## config.mk

```make
export PLATFORM = sky130hd
export DESIGN_NAME = cla_adder_seq_flat
export DESIGN_NICKNAME = d
export VERILOG_FILES = /design/src/rtl/cla_pkg.sv /design/src/rtl/cla_adder_seq_if.sv /design/src/rtl/cla_slice4.sv /design/src/rtl/cla_adder_seq.sv /design/src/flat_wrapper.sv
export SDC_FILE = /design/constraint.sdc
export NUM_CORES = 1
export LEC_CHECK = 0
export ABC_AREA = 1
export CAP_MARGIN = 20
export CORE_MARGIN = 5
export CORE_UTILIZATION = 53
export DETAILED_ROUTE_END_ITERATION = 12
export PLACE_DENSITY_LB_ADDON = 0.12
export SKIP_CTS_REPAIR_TIMING = 1
export SLEW_MARGIN = 40
export SYNTH_ARGS = -nofsm -noshare
export SYNTH_HDL_FRONTEND = slang
export SYNTH_SLANG_ARGS = --single-unit
```

## constraint.sdc

```tcl
create_clock -name clk -period 4.2 [get_ports clk]
set_clock_uncertainty 0.1 [all_clocks]
set_input_delay 0.63 -clock clk [delete_from_list [all_inputs] [get_ports clk]]
set_output_delay 0.63 -clock clk [all_outputs]
set_load 0.01 [all_outputs]
```

## src/rtl/cla_pkg.sv

```systemverilog
// Shared types and constants for the sequential carry-lookahead adder:
// controller states, the slice width and the packed result-flag bundle.
package cla_pkg;

    // Width of one lookahead slice; the adder walks the operands in steps of this.
    localparam int SLICE_W = 4;

    // Controller states: waiting for operands, walking slices, holding a result.
    typedef enum logic [1:0] {
        IDLE = 2'd0,
        BUSY = 2'd1,
        DONE = 2'd2
    } state_t;

    // Result flags, kept together so they are registered and held as one unit.
    typedef struct packed {
        logic sign;
        logic carry;
        logic parity;
        logic zero;
        logic overflow;
    } flags_t;

    // Flag value used at reset and before any result exists.
    localparam flags_t FLAGS_CLEAR = '{sign: 1'b0, carry: 1'b0, parity: 1'b0,
                                       zero: 1'b0, overflow: 1'b0};

endpackage : cla_pkg

```

## src/rtl/cla_adder_seq_if.sv

```systemverilog
// Operand/result handshake bundle for cla_adder_seq. The master side supplies
// operands and accepts results; the slave side is the adder itself.
interface cla_adder_seq_if #(
    parameter int WIDTH = 16
);

    // Operand channel
    logic             in_valid;
    logic             in_ready;
    logic [WIDTH-1:0] x;
    logic [WIDTH-1:0] y;
    logic             cin;
    logic             sub;

    // Result channel
    logic             out_valid;
    logic             out_ready;
    logic [WIDTH-1:0] z;
    logic             sign;
    logic             carry;
    logic             parity;
    logic             zero;
    logic             overflow;

    modport master (
        output in_valid, x, y, cin, sub, out_ready,
        input  in_ready, out_valid, z, sign, carry, parity, zero, overflow
    );

    modport slave (
        input  in_valid, x, y, cin, sub, out_ready,
        output in_ready, out_valid, z, sign, carry, parity, zero, overflow
    );

endinterface : cla_adder_seq_if

```

## src/rtl/cla_slice4.sv

```systemverilog
// Combinational 4-bit carry-lookahead slice. Every internal carry is a flat
// sum-of-products of generate/propagate terms and the slice carry-in, so no
// carry ripples through the slice. c3 (carry into bit 3) is exported so the
// caller can form two's-complement overflow on the most significant slice.
module cla_slice4
    import cla_pkg::*;
(
    input  logic [SLICE_W-1:0] a,
    input  logic [SLICE_W-1:0] b,
    input  logic               ci,
    output logic [SLICE_W-1:0] s,
    output logic               co,
    output logic               c3
);

    logic [SLICE_W-1:0] g;
    logic [SLICE_W-1:0] p;
    logic               c1;
    logic               c2;

    assign g = a & b;
    assign p = a ^ b;

    // Lookahead carries, all derived directly from ci.
    assign c1 = g[0] | (p[0] & ci);
    assign c2 = g[1] | (p[1] & g[0]) | (p[1] & p[0] & ci);
    assign c3 = g[2] | (p[2] & g[1]) | (p[2] & p[1] & g[0])
              | (p[2] & p[1] & p[0] & ci);
    assign co = g[3] | (p[3] & g[2]) | (p[3] & p[2] & g[1])
              | (p[3] & p[2] & p[1] & g[0])
              | (p[3] & p[2] & p[1] & p[0] & ci);

    assign s = p ^ {c3, c2, c1, ci};

endmodule : cla_slice4

```

## src/rtl/cla_adder_seq.sv

```systemverilog
// Sequential add/subtract unit. One cla_slice4 is time-multiplexed across the
// operands, one 4-bit slice per cycle, LSB first; the slice carry-out is held
// in a running-carry register between cycles. A result and its flags are held
// until the consumer takes them.
module cla_adder_seq
    import cla_pkg::*;
#(
    parameter int WIDTH = 16   // multiple of 4, at least 8
) (
    input  logic              clk,
    input  logic              rst_n,
    cla_adder_seq_if.slave    bus
);

    localparam int NSLICE = WIDTH / SLICE_W;
    localparam int CNT_W  = $clog2(NSLICE);
    localparam logic [CNT_W-1:0] LAST_SLICE = CNT_W'(NSLICE - 1);

    // Controller
    state_t             state_q;
    state_t             state_d;
    logic               accept;
    logic               last_slice;

    // Datapath state
    logic [WIDTH-1:0]   a_q;        // captured X
    logic [WIDTH-1:0]   b_q;        // effective B: Y for add, ~Y for subtract
    logic               carry_q;    // running carry into the current slice
    logic [CNT_W-1:0]   cnt_q;      // index of the slice being processed
    logic [WIDTH-1:0]   z_q;
    flags_t             flags_q;

    // Slice datapath
    logic [SLICE_W-1:0] a_slice;
    logic [SLICE_W-1:0] b_slice;
    logic [SLICE_W-1:0] s_slice;
    logic               co_slice;
    logic               c3_slice;
    logic [WIDTH-1:0]   z_next;
    flags_t             flags_next;

    // in_ready is gated by rst_n so it reads 0 for the whole reset window,
    // even though the state register already sits in IDLE.
    assign bus.in_ready  = (state_q == IDLE) && rst_n;
    assign bus.out_valid = (state_q == DONE);

    assign accept     = bus.in_valid && bus.in_ready;
    assign last_slice = (cnt_q == LAST_SLICE);

    // Select the operand nibbles for the slice currently being processed.
    assign a_slice = a_q[cnt_q * SLICE_W +: SLICE_W];
    assign b_slice = b_q[cnt_q * SLICE_W +: SLICE_W];

    cla_slice4 u_slice (
        .a  (a_slice),
        .b  (b_slice),
        .ci (carry_q),
        .s  (s_slice),
        .co (co_slice),
        .c3 (c3_slice)
    );

    // State register.
    // NOTE: sequential state uses non-blocking (<=) so every register samples
    // pre-edge values; blocking here would create order-dependent races.
    always_ff @(posedge clk or negedge rst_n) begin
        if (!rst_n) begin
            state_q <= IDLE;
        end else begin
            state_q <= state_d;
        end
    end

    // Next-state logic: accept in IDLE, walk slices in BUSY, hold in DONE.
    // NOTE: state_d gets a default before the case so no path leaves it
    // unassigned, which would otherwise infer a latch.
    always_comb begin
        state_d = state_q;
        unique case (state_q)
            IDLE:    if (accept)        state_d = BUSY;
            BUSY:    if (last_slice)    state_d = DONE;
            DONE:    if (bus.out_ready) state_d = IDLE;
            default:                    state_d = IDLE;
        endcase
    end

    // Result as it will look once the current slice is written, plus the
    // flags derived from it; only committed on the final slice.
    always_comb begin
        z_next = z_q;
        z_next[cnt_q * SLICE_W +: SLICE_W] = s_slice;

        flags_next          = FLAGS_CLEAR;
        flags_next.sign     = z_next[WIDTH-1];
        flags_next.carry    = co_slice;
        flags_next.parity   = ~(^z_next);
        flags_next.zero     = (z_next == '0);
        flags_next.overflow = c3_slice ^ co_slice;
    end

    // Operand capture on accept; slice-by-slice result build in BUSY.
    // Operands are only written in IDLE, so they are frozen for the whole
    // operation regardless of what the producer does.
    always_ff @(posedge clk or negedge rst_n) begin
        if (!rst_n) begin
            a_q     <= '0;
            b_q     <= '0;
            carry_q <= 1'b0;
            cnt_q   <= '0;
            z_q     <= '0;
            flags_q <= FLAGS_CLEAR;
        end else begin
            unique case (state_q)
                IDLE: begin
                    if (accept) begin
                        a_q     <= bus.x;
                        // Subtract is X + ~Y + 1; the caller's cin is ignored.
                        b_q     <= bus.sub ? ~bus.y : bus.y;
                        carry_q <= bus.sub ? 1'b1 : bus.cin;
                        cnt_q   <= '0;
                    end
                end
                BUSY: begin
                    z_q     <= z_next;
                    carry_q <= co_slice;
                    cnt_q   <= cnt_q + CNT_W'(1);
                    if (last_slice) begin
                        flags_q <= flags_next;
                    end
                end
                DONE: begin
                    // Result and flags held until the consumer accepts.
                end
                default: begin
                    cnt_q <= '0;
                end
            endcase
        end
    end

    assign bus.z        = z_q;
    assign bus.sign     = flags_q.sign;
    assign bus.carry    = flags_q.carry;
    assign bus.parity   = flags_q.parity;
    assign bus.zero     = flags_q.zero;
    assign bus.overflow = flags_q.overflow;

endmodule : cla_adder_seq

```

## src/flat_wrapper.sv

```systemverilog
// flat-port wrapper written by rule: the top's interface ports become plain ports
module cla_adder_seq_flat import cla_pkg::*;
#(
    parameter int WIDTH = 16                               
)
  (clk, rst_n, bus_in_valid, bus_x, bus_y, bus_cin, bus_sub, bus_out_ready, bus_in_ready, bus_out_valid, bus_z, bus_sign, bus_carry, bus_parity, bus_zero, bus_overflow);
  cla_adder_seq_if #(.WIDTH(WIDTH)) bus_i ();
  input  logic clk;
  input  logic rst_n;
  input wire logic [$bits(bus_i.in_valid)-1:0] bus_in_valid;
  input wire logic [$bits(bus_i.x)-1:0] bus_x;
  input wire logic [$bits(bus_i.y)-1:0] bus_y;
  input wire logic [$bits(bus_i.cin)-1:0] bus_cin;
  input wire logic [$bits(bus_i.sub)-1:0] bus_sub;
  input wire logic [$bits(bus_i.out_ready)-1:0] bus_out_ready;
  output wire logic [$bits(bus_i.in_ready)-1:0] bus_in_ready;
  output wire logic [$bits(bus_i.out_valid)-1:0] bus_out_valid;
  output wire logic [$bits(bus_i.z)-1:0] bus_z;
  output wire logic [$bits(bus_i.sign)-1:0] bus_sign;
  output wire logic [$bits(bus_i.carry)-1:0] bus_carry;
  output wire logic [$bits(bus_i.parity)-1:0] bus_parity;
  output wire logic [$bits(bus_i.zero)-1:0] bus_zero;
  output wire logic [$bits(bus_i.overflow)-1:0] bus_overflow;
  assign bus_i.in_valid = bus_in_valid;
  assign bus_i.x = bus_x;
  assign bus_i.y = bus_y;
  assign bus_i.cin = bus_cin;
  assign bus_i.sub = bus_sub;
  assign bus_i.out_ready = bus_out_ready;
  assign bus_in_ready = bus_i.in_ready;
  assign bus_out_valid = bus_i.out_valid;
  assign bus_z = bus_i.z;
  assign bus_sign = bus_i.sign;
  assign bus_carry = bus_i.carry;
  assign bus_parity = bus_i.parity;
  assign bus_zero = bus_i.zero;
  assign bus_overflow = bus_i.overflow;
  cla_adder_seq #(.WIDTH(WIDTH)) u_core (.clk(clk), .rst_n(rst_n), .bus(bus_i));
endmodule
```

# After elaboration in Yosys (flattened, before gate mapping)
# Cells that the tools add are included.
dict set report word_totals {
  n_memories 0
  word_cells 78
  mem_bits_ro 0
  latchBits 0
  in_bits 38
  ff_bits 58
  ramBits 0
}
dict set report op_classes {
  mul 0
  addsub 2
  shift 4
  n_bitwise 33
  mux 11
  n_eq_ne 6
  magnitude_cmp 0
  n_div 0
  reduce_logical 11
}
# cell count
set ops {}
lappend ops {{4-bit negation with 34-bit output} 1}
lappend ops {{4-bit by 34-bit variable shift with 16-bit output (first input constant)} 1}
lappend ops {{4-bit by 34-bit indexed part select with 16-bit output} 1}
lappend ops {{16-bit by 5-bit indexed part select with 4-bit output} 2}
lappend ops {{1-bit AND} 16}
lappend ops {{16-bit bitwise mux} 1}
lappend ops {{16-bit logical NOT} 1}
lappend ops {{16-bit 2-to-1 mux} 1}
lappend ops {{16-bit NOT} 1}
lappend ops {{16-bit parity} 1}
lappend ops {{2-bit one-hot mux with 3 select lines} 2}
lappend ops {{1-bit OR} 10}
lappend ops {{2-bit 2-to-1 mux} 4}
lappend ops {{2-bit AND reduction} 4}
lappend ops {{4-bit bitwise XOR} 2}
lappend ops {{4-bit AND} 1}
lappend ops {{2-bit equality test (second input constant)} 2}
lappend ops {{2-bit by 1-bit != test with 1-bit output (second input constant)} 2}
lappend ops {{3-bit AND reduction} 1}
lappend ops {{2-bit by 1-bit adder with 2-bit output (second input constant)} 1}
lappend ops {{2-bit by 1-bit equality test with 1-bit output (second input constant)} 1}
lappend ops {{1-bit logical AND} 2}
lappend ops {{2-bit logical NOT} 1}
lappend ops {{1-bit 2-to-1 mux} 2}
lappend ops {{5 further kinds} 6}

# Longest topological paths before layout
# Gate-level depths: netlist of the first run.
dict set report depth {
  ltp_word 11
  mapped_depth 21
  mapped_depth_nobuf 19
}

# Modules after synthesis
# Synthesis of the first run repeated with hierarchy kept, for this count alone.
dict set report unflattened {
  cells_unflattened 451
  area_unflattened_um2 3442.1
}
# module area_each_um2 n_inst cells_per_inst seq_area_each_um2
set modules_own_cells {}
lappend modules_own_cells {cla_adder_seq 3248.1 1 420 1451.4}
lappend modules_own_cells {cla_slice4 193.9 1 31 0.0}

# Worst setup path before layout of the first run
# No wires, ideal clock.
dict set report synth_path {
  path_type {flip-flop to flip-flop}
  startpoint {reg u_core.cnt_q[0]}
  endpoint {reg u_core.flags_q (netlist bit u_core.bus.parity)}
  slack_ps 995
  setup_time_ps 117
  t_arrival_ps 2987
  n_path_buf 2
  required_time_ps 3983
  synth_period_minus_slack_ps 3205
  path_stages_with_launch 21
  path_cell_list {dfrtp_1 inv_1 buf_2 buf_2 nor2_1 o22ai_1 ha_1 nand3_1 nand3_1 nand2_1 inv_1 nor2_1 nand2_1 nand2_1 inv_1 ha_1 xnor2_1 xnor2_1 or2_2 nand3_1 nand2_1}
}
dict set report synth_via {
  elab_chain_cells 11
  elab_cells_between_ends 28
  cone_classes {add/sub (1); eq/ne (1); shift (4); mux (1); bitwise (19); reduce/logical (2)}
}
# element line_no
set synth_rtl {}
lappend synth_rtl {{from (decl)} cla_adder_seq.sv:29} ;# logic [CNT_W-1:0] cnt_q;
lappend synth_rtl {{from (signal assigned)} cla_adder_seq.sv:126} ;# cnt_q <= cnt_q + CNT_W'(1);
lappend synth_rtl {{16-bit by 5-bit indexed part select with 4-bit output (on tied branches)} {cla_adder_seq.sv:51, cla_adder_seq.sv:52}}
lappend synth_rtl {{4-bit bitwise XOR / 4-bit AND (equally long branches)} {cla_slice4.sv:22, cla_slice4.sv:21}}
lappend synth_rtl {{1-bit AND (on tied branches)} {cla_slice4.sv:27, cla_slice4.sv:28}}
lappend synth_rtl {{1-bit OR (tied with other cells)} cla_slice4.sv:27} ;# assign c3 = g[2] | (p[2] & g[1]) | (p[2] & p[1] & g[0])
lappend synth_rtl {{1-bit OR / 1-bit AND (equally long branches)} {cla_slice4.sv:27, cla_slice4.sv:28}}
lappend synth_rtl {{1-bit OR} cla_slice4.sv:28} ;# | (p[2] & p[1] & p[0] & ci);
lappend synth_rtl {{4-bit bitwise XOR} cla_slice4.sv:33} ;# assign s = p ^ {c3, c2, c1, ci};
lappend synth_rtl {{4-bit by 34-bit indexed part select with 16-bit output} cla_adder_seq.sv:91} ;# z_next[cnt_q * SLICE_W +: SLICE_W] = s_slice;
lappend synth_rtl {{16-bit bitwise mux} cla_adder_seq.sv:91}
lappend synth_rtl {{16-bit parity} cla_adder_seq.sv:96} ;# flags_next.parity = ~(^z_next);
lappend synth_rtl {{1-bit NOT} cla_adder_seq.sv:96}
lappend synth_rtl {{to (signal assigned)} cla_adder_seq.sv:128} ;# flags_q <= flags_next;
lappend synth_rtl {{to (decl)} cla_adder_seq.sv:31} ;# flags_t flags_q;
# Several ways; a longest one is shown, not always the timed one.
# A chain may end at the register's enable or synchronous reset.

# Final worst setup path of the first run
dict set report layout_path {
  startpoint {reg u_core.cnt_q[1]}
  endpoint {reg u_core.flags_q (netlist bit u_core.bus.parity)}
}
# The elaborated chain is that of the path after synthesis.

==> results of run 1 <==
==> layout make-up <==
cell class,count,area [µm²],area share
clock buffer,11,141,0.0340
clock inverter,5,77.6,0.0186
inverter,52,195,0.0469
multi-input combinational,291,1580,0.380
sequential,58,1450,0.349
tap,75,93.8,0.0225
timing repair buffer,64,621,0.149
==> power by group through the flow <==
stage | registers (mW) | clock network, mW | logic, mW
final | 0.978 | 0.580 | 2.01
after global routing | 1.01 | 0.611 | 2.29
after CTS | 0.978 | 0.586 | 2.02
after detailed placement | 0.986 | 0 | 2.01
after global placement | 0.984 | 0 | 1.97
after floorplan | 0.972 | 0 | 1.43
==> flip-flops by register name, summed over array words and instances, names as in the netlist, 2 cells and up <==
signal and cells:
u_core.bus.z 16, u_core.state_q 2, u_core.b_q 16, u_core.cnt_q 2, u_core.a_q 16
==> kinds of logic (layout without fill, tap and decap cells) <==
kind of cell,Yosys count,count (layout)
simple gates,174,174
compound gates,74,74
buf+inv,67,132
flops,58,58
xor+xnor,23,23
fa+ha+maj,20,20
==> cell usage after synthesis, types with 2 or more instances <==
cell type	instances
o31ai_1	2
buf_2	11
clkbuf_1	2
inv_1	47
inv_2	4
nand2_2	2
nand3_1	6
o21ai_2	2
xor2_1	2
nor2_4	2
dfrtp_1	58
xnor2_1	21
ha_1	19
a21oi_1	2
o21ai_0	32
nor2_1	24
nand2_1	128
o22ai_1	15
nand4_1	8
o21ai_1	19
==> critical path: stages (launching register included) <==
cell and delay (ns):
dfrtp_1 0.54, clkinv_1 0.36, o21ai_0 0.17, o22ai_1 0.16, fa_1 0.43, xor2_1 0.28, and2_1 0.21, nand2_1 0.08
o22ai_1 0.19, inv_1 0.08, ha_1 0.29, xnor2_1 0.18, xnor2_1 0.11, or2_2 0.29, nand3_1 0.07, nand2_1 0.05
==> through the flow <==
step	power [mW]	utilization	hold slack, ns	worst slack (ns)	cell area [µm²]
6_report	3.57	0.695	0.341	0.519	4160
2_1_floorplan	2.40	-	0.234	0.995	3310
4_1_cts	3.58	0.695	0.371	0.520	4170
5_1_grt	3.90	0.695	0.400	0.129	4160
3_5_place_dp	2.99	0.659	0.366	0.554	3950
3_3_place_gp	2.95	0.659	0.365	0.679	3950
==> layer usage <==
metal  track usage  share of wire  vias up
met5             0              0        -
met4        0.0893          0.015        0
met3        0.0341          0.043        9
met2         0.352           0.50       57
met1         0.259           0.44     1317
li1              -              -     1443
==> worst min path at each step <==
stage                     depth (start not counted)       startpoint         endpoint  slack [ns]
after CTS                                         2            rst_n  u_core.bus.sign        0.37
after floorplan                                   0            rst_n    u_core.a_q[0]        0.23
final                                             2            rst_n  u_core.bus.z[1]        0.34
after detailed placement                          2    u_core.a_q[1]    u_core.a_q[1]        0.37
after global routing                              2    u_core.a_q[7]    u_core.a_q[7]        0.40
after global placement                            2  u_core.bus.sign  u_core.bus.sign        0.37
==> impl_metrics.env, run 1 <==
export IMPL_outcome="finished clean"
export IMPL_io_buffers=60
export IMPL_cts_root_buf="clkbuf_8"
export IMPL_ant_nets=0
export IMPL_core_mm2=0.00599
export IMPL_hold_violations=0
export IMPL_rr_endpoint="u_core.bus.parity"
export IMPL_fin_crit_ns=3.68
export IMPL_worst_setup_path_end_kind="flop"
export IMPL_cts_clk_slew_worst_paths_ns=0.08
export IMPL_synth_top_cell_by_area="dfrtp_1"
export IMPL_synth_seq_area_share=0.439
export IMPL_maxCapViolations=0
export IMPL_nets=534
export IMPL_setup_tns_ns=0
export IMPL_synth_top_family_by_area="simple AND/OR/NAND/NOR gates"
export IMPL_drc_errors=0
export IMPL_antenna_found_initial=0
export IMPL_insertion_delay_ns=0.34
export IMPL_vias=2826
export IMPL_grt_pass1_wl_um=12600
export IMPL_ys_types=30
export IMPL_synthesis_nets=474
export IMPL_synth_edff_count=0
export IMPL_seqPwrFrac=0.274
export IMPL_std_cell_rows=28
export IMPL_p_int_mw=1.98
export IMPL_synth_area_top_cells="dfrtp_1 (44%), nand2_1 (15%), ha_1 (7.2%)"
export IMPL_fp_dieW_um=89.0
export IMPL_stdcell_count=556
export IMPL_grt_overflow_total=0
export IMPL_critPathCapture="u_core.bus.parity"
export IMPL_synth_simple_area_share=0.216
export IMPL_clkPwrFrac=0.163
export IMPL_crit_fanout=12
export IMPL_final_fill_count=527
export IMPL_drt_wl_total_um=7510
export IMPL_rr_worst_depth=15
export IMPL_synth_xor_area_share=0.0609
export IMPL_cp_start_kind="flop"
export IMPL_cp_required_ns=4.33
export IMPL_criticalPathCategory="flop to flop"
export IMPL_maxSlewViolCount=0
export IMPL_p_sw_frac=0.445
export IMPL_postSynthAreaPerCell_um2=7.95
export IMPL_power_density_mw_per_mm2=857
export IMPL_finalWeightedCongestion=0.980
export IMPL_max_vdd_ir_drop_v=0.000456
export IMPL_reg2reg_slack_ns=0.52
export IMPL_synth_top_area_frac=0.439
export IMPL_final_setup_viol_count=0
export IMPL_layout_drive_gt1_share=0.0686
export IMPL_layout_commonest_cell="nand2_1"
export IMPL_synth_compound_area_frac=0.123
export IMPL_critPathArrivalTime_ns=3.81
export IMPL_rsz0062_at_grt="false"
export IMPL_fmax_ghz=0.272
export IMPL_dieArea_mm2=0.00792
export IMPL_finalCritPeriodShare=0.876
export IMPL_netlist_instances=416
export IMPL_clockBufferDepth=2
export IMPL_dr_pass1_iters=6
export IMPL_placed_cells=540
export IMPL_startpoint="u_core.cnt_q[1]"
export IMPL_syn_area_mm2=0.00331
export IMPL_areaGrowthSynthToFinish_pct=25.9
export IMPL_max_slew_margin=0.513
export IMPL_clock_sinks=58
export IMPL_die_h_um=89.0
export IMPL_ios=61
export IMPL_dpl_hpwl_um=5560
export IMPL_final_cell_mix="nand2_1 (128), clkdlybuf4s50_1 (58), dfrtp_1 (58)"
export IMPL_leakage_nw=1.96
export IMPL_wire_per_inst_um=13.5
export IMPL_pwr_share_comb=0.563
export IMPL_rr_startpoint="u_core.cnt_q[1]"
export IMPL_grt_pass1_vias=2779
export IMPL_async_flop_share=1.00
export IMPL_cts_max_level=3
export IMPL_start_util=0.552
export IMPL_yosys_warnings=0
export IMPL_grt_usage=0.206
export IMPL_grt_max_degree=59
export IMPL_synth_main_ff_cell="dfrtp_1"
export IMPL_antenna_cells=0
export IMPL_drt_iter0_markers=138
export IMPL_synth_area_mux_share=0
export IMPL_synth_seq_cells=58
export IMPL_cts_buffers=9
export IMPL_viasPerCell=5.08
export IMPL_cts_tree="yes"
export IMPL_p_switching_mw=1.59
export IMPL_min_path_type="input pin to async pin"
export IMPL_synthAdderAreaFrac=0.0780
export IMPL_worst_pin_slew_ns=0.730
(Power assumes the default switching activity.)
==> inputs of run 2 (changes only) <==
GPL_ROUTABILITY_DRIVEN = 1   (was unset)
==> results of run 2 <==
No change in the layout: final DEF, timing and power equal those of run 1.
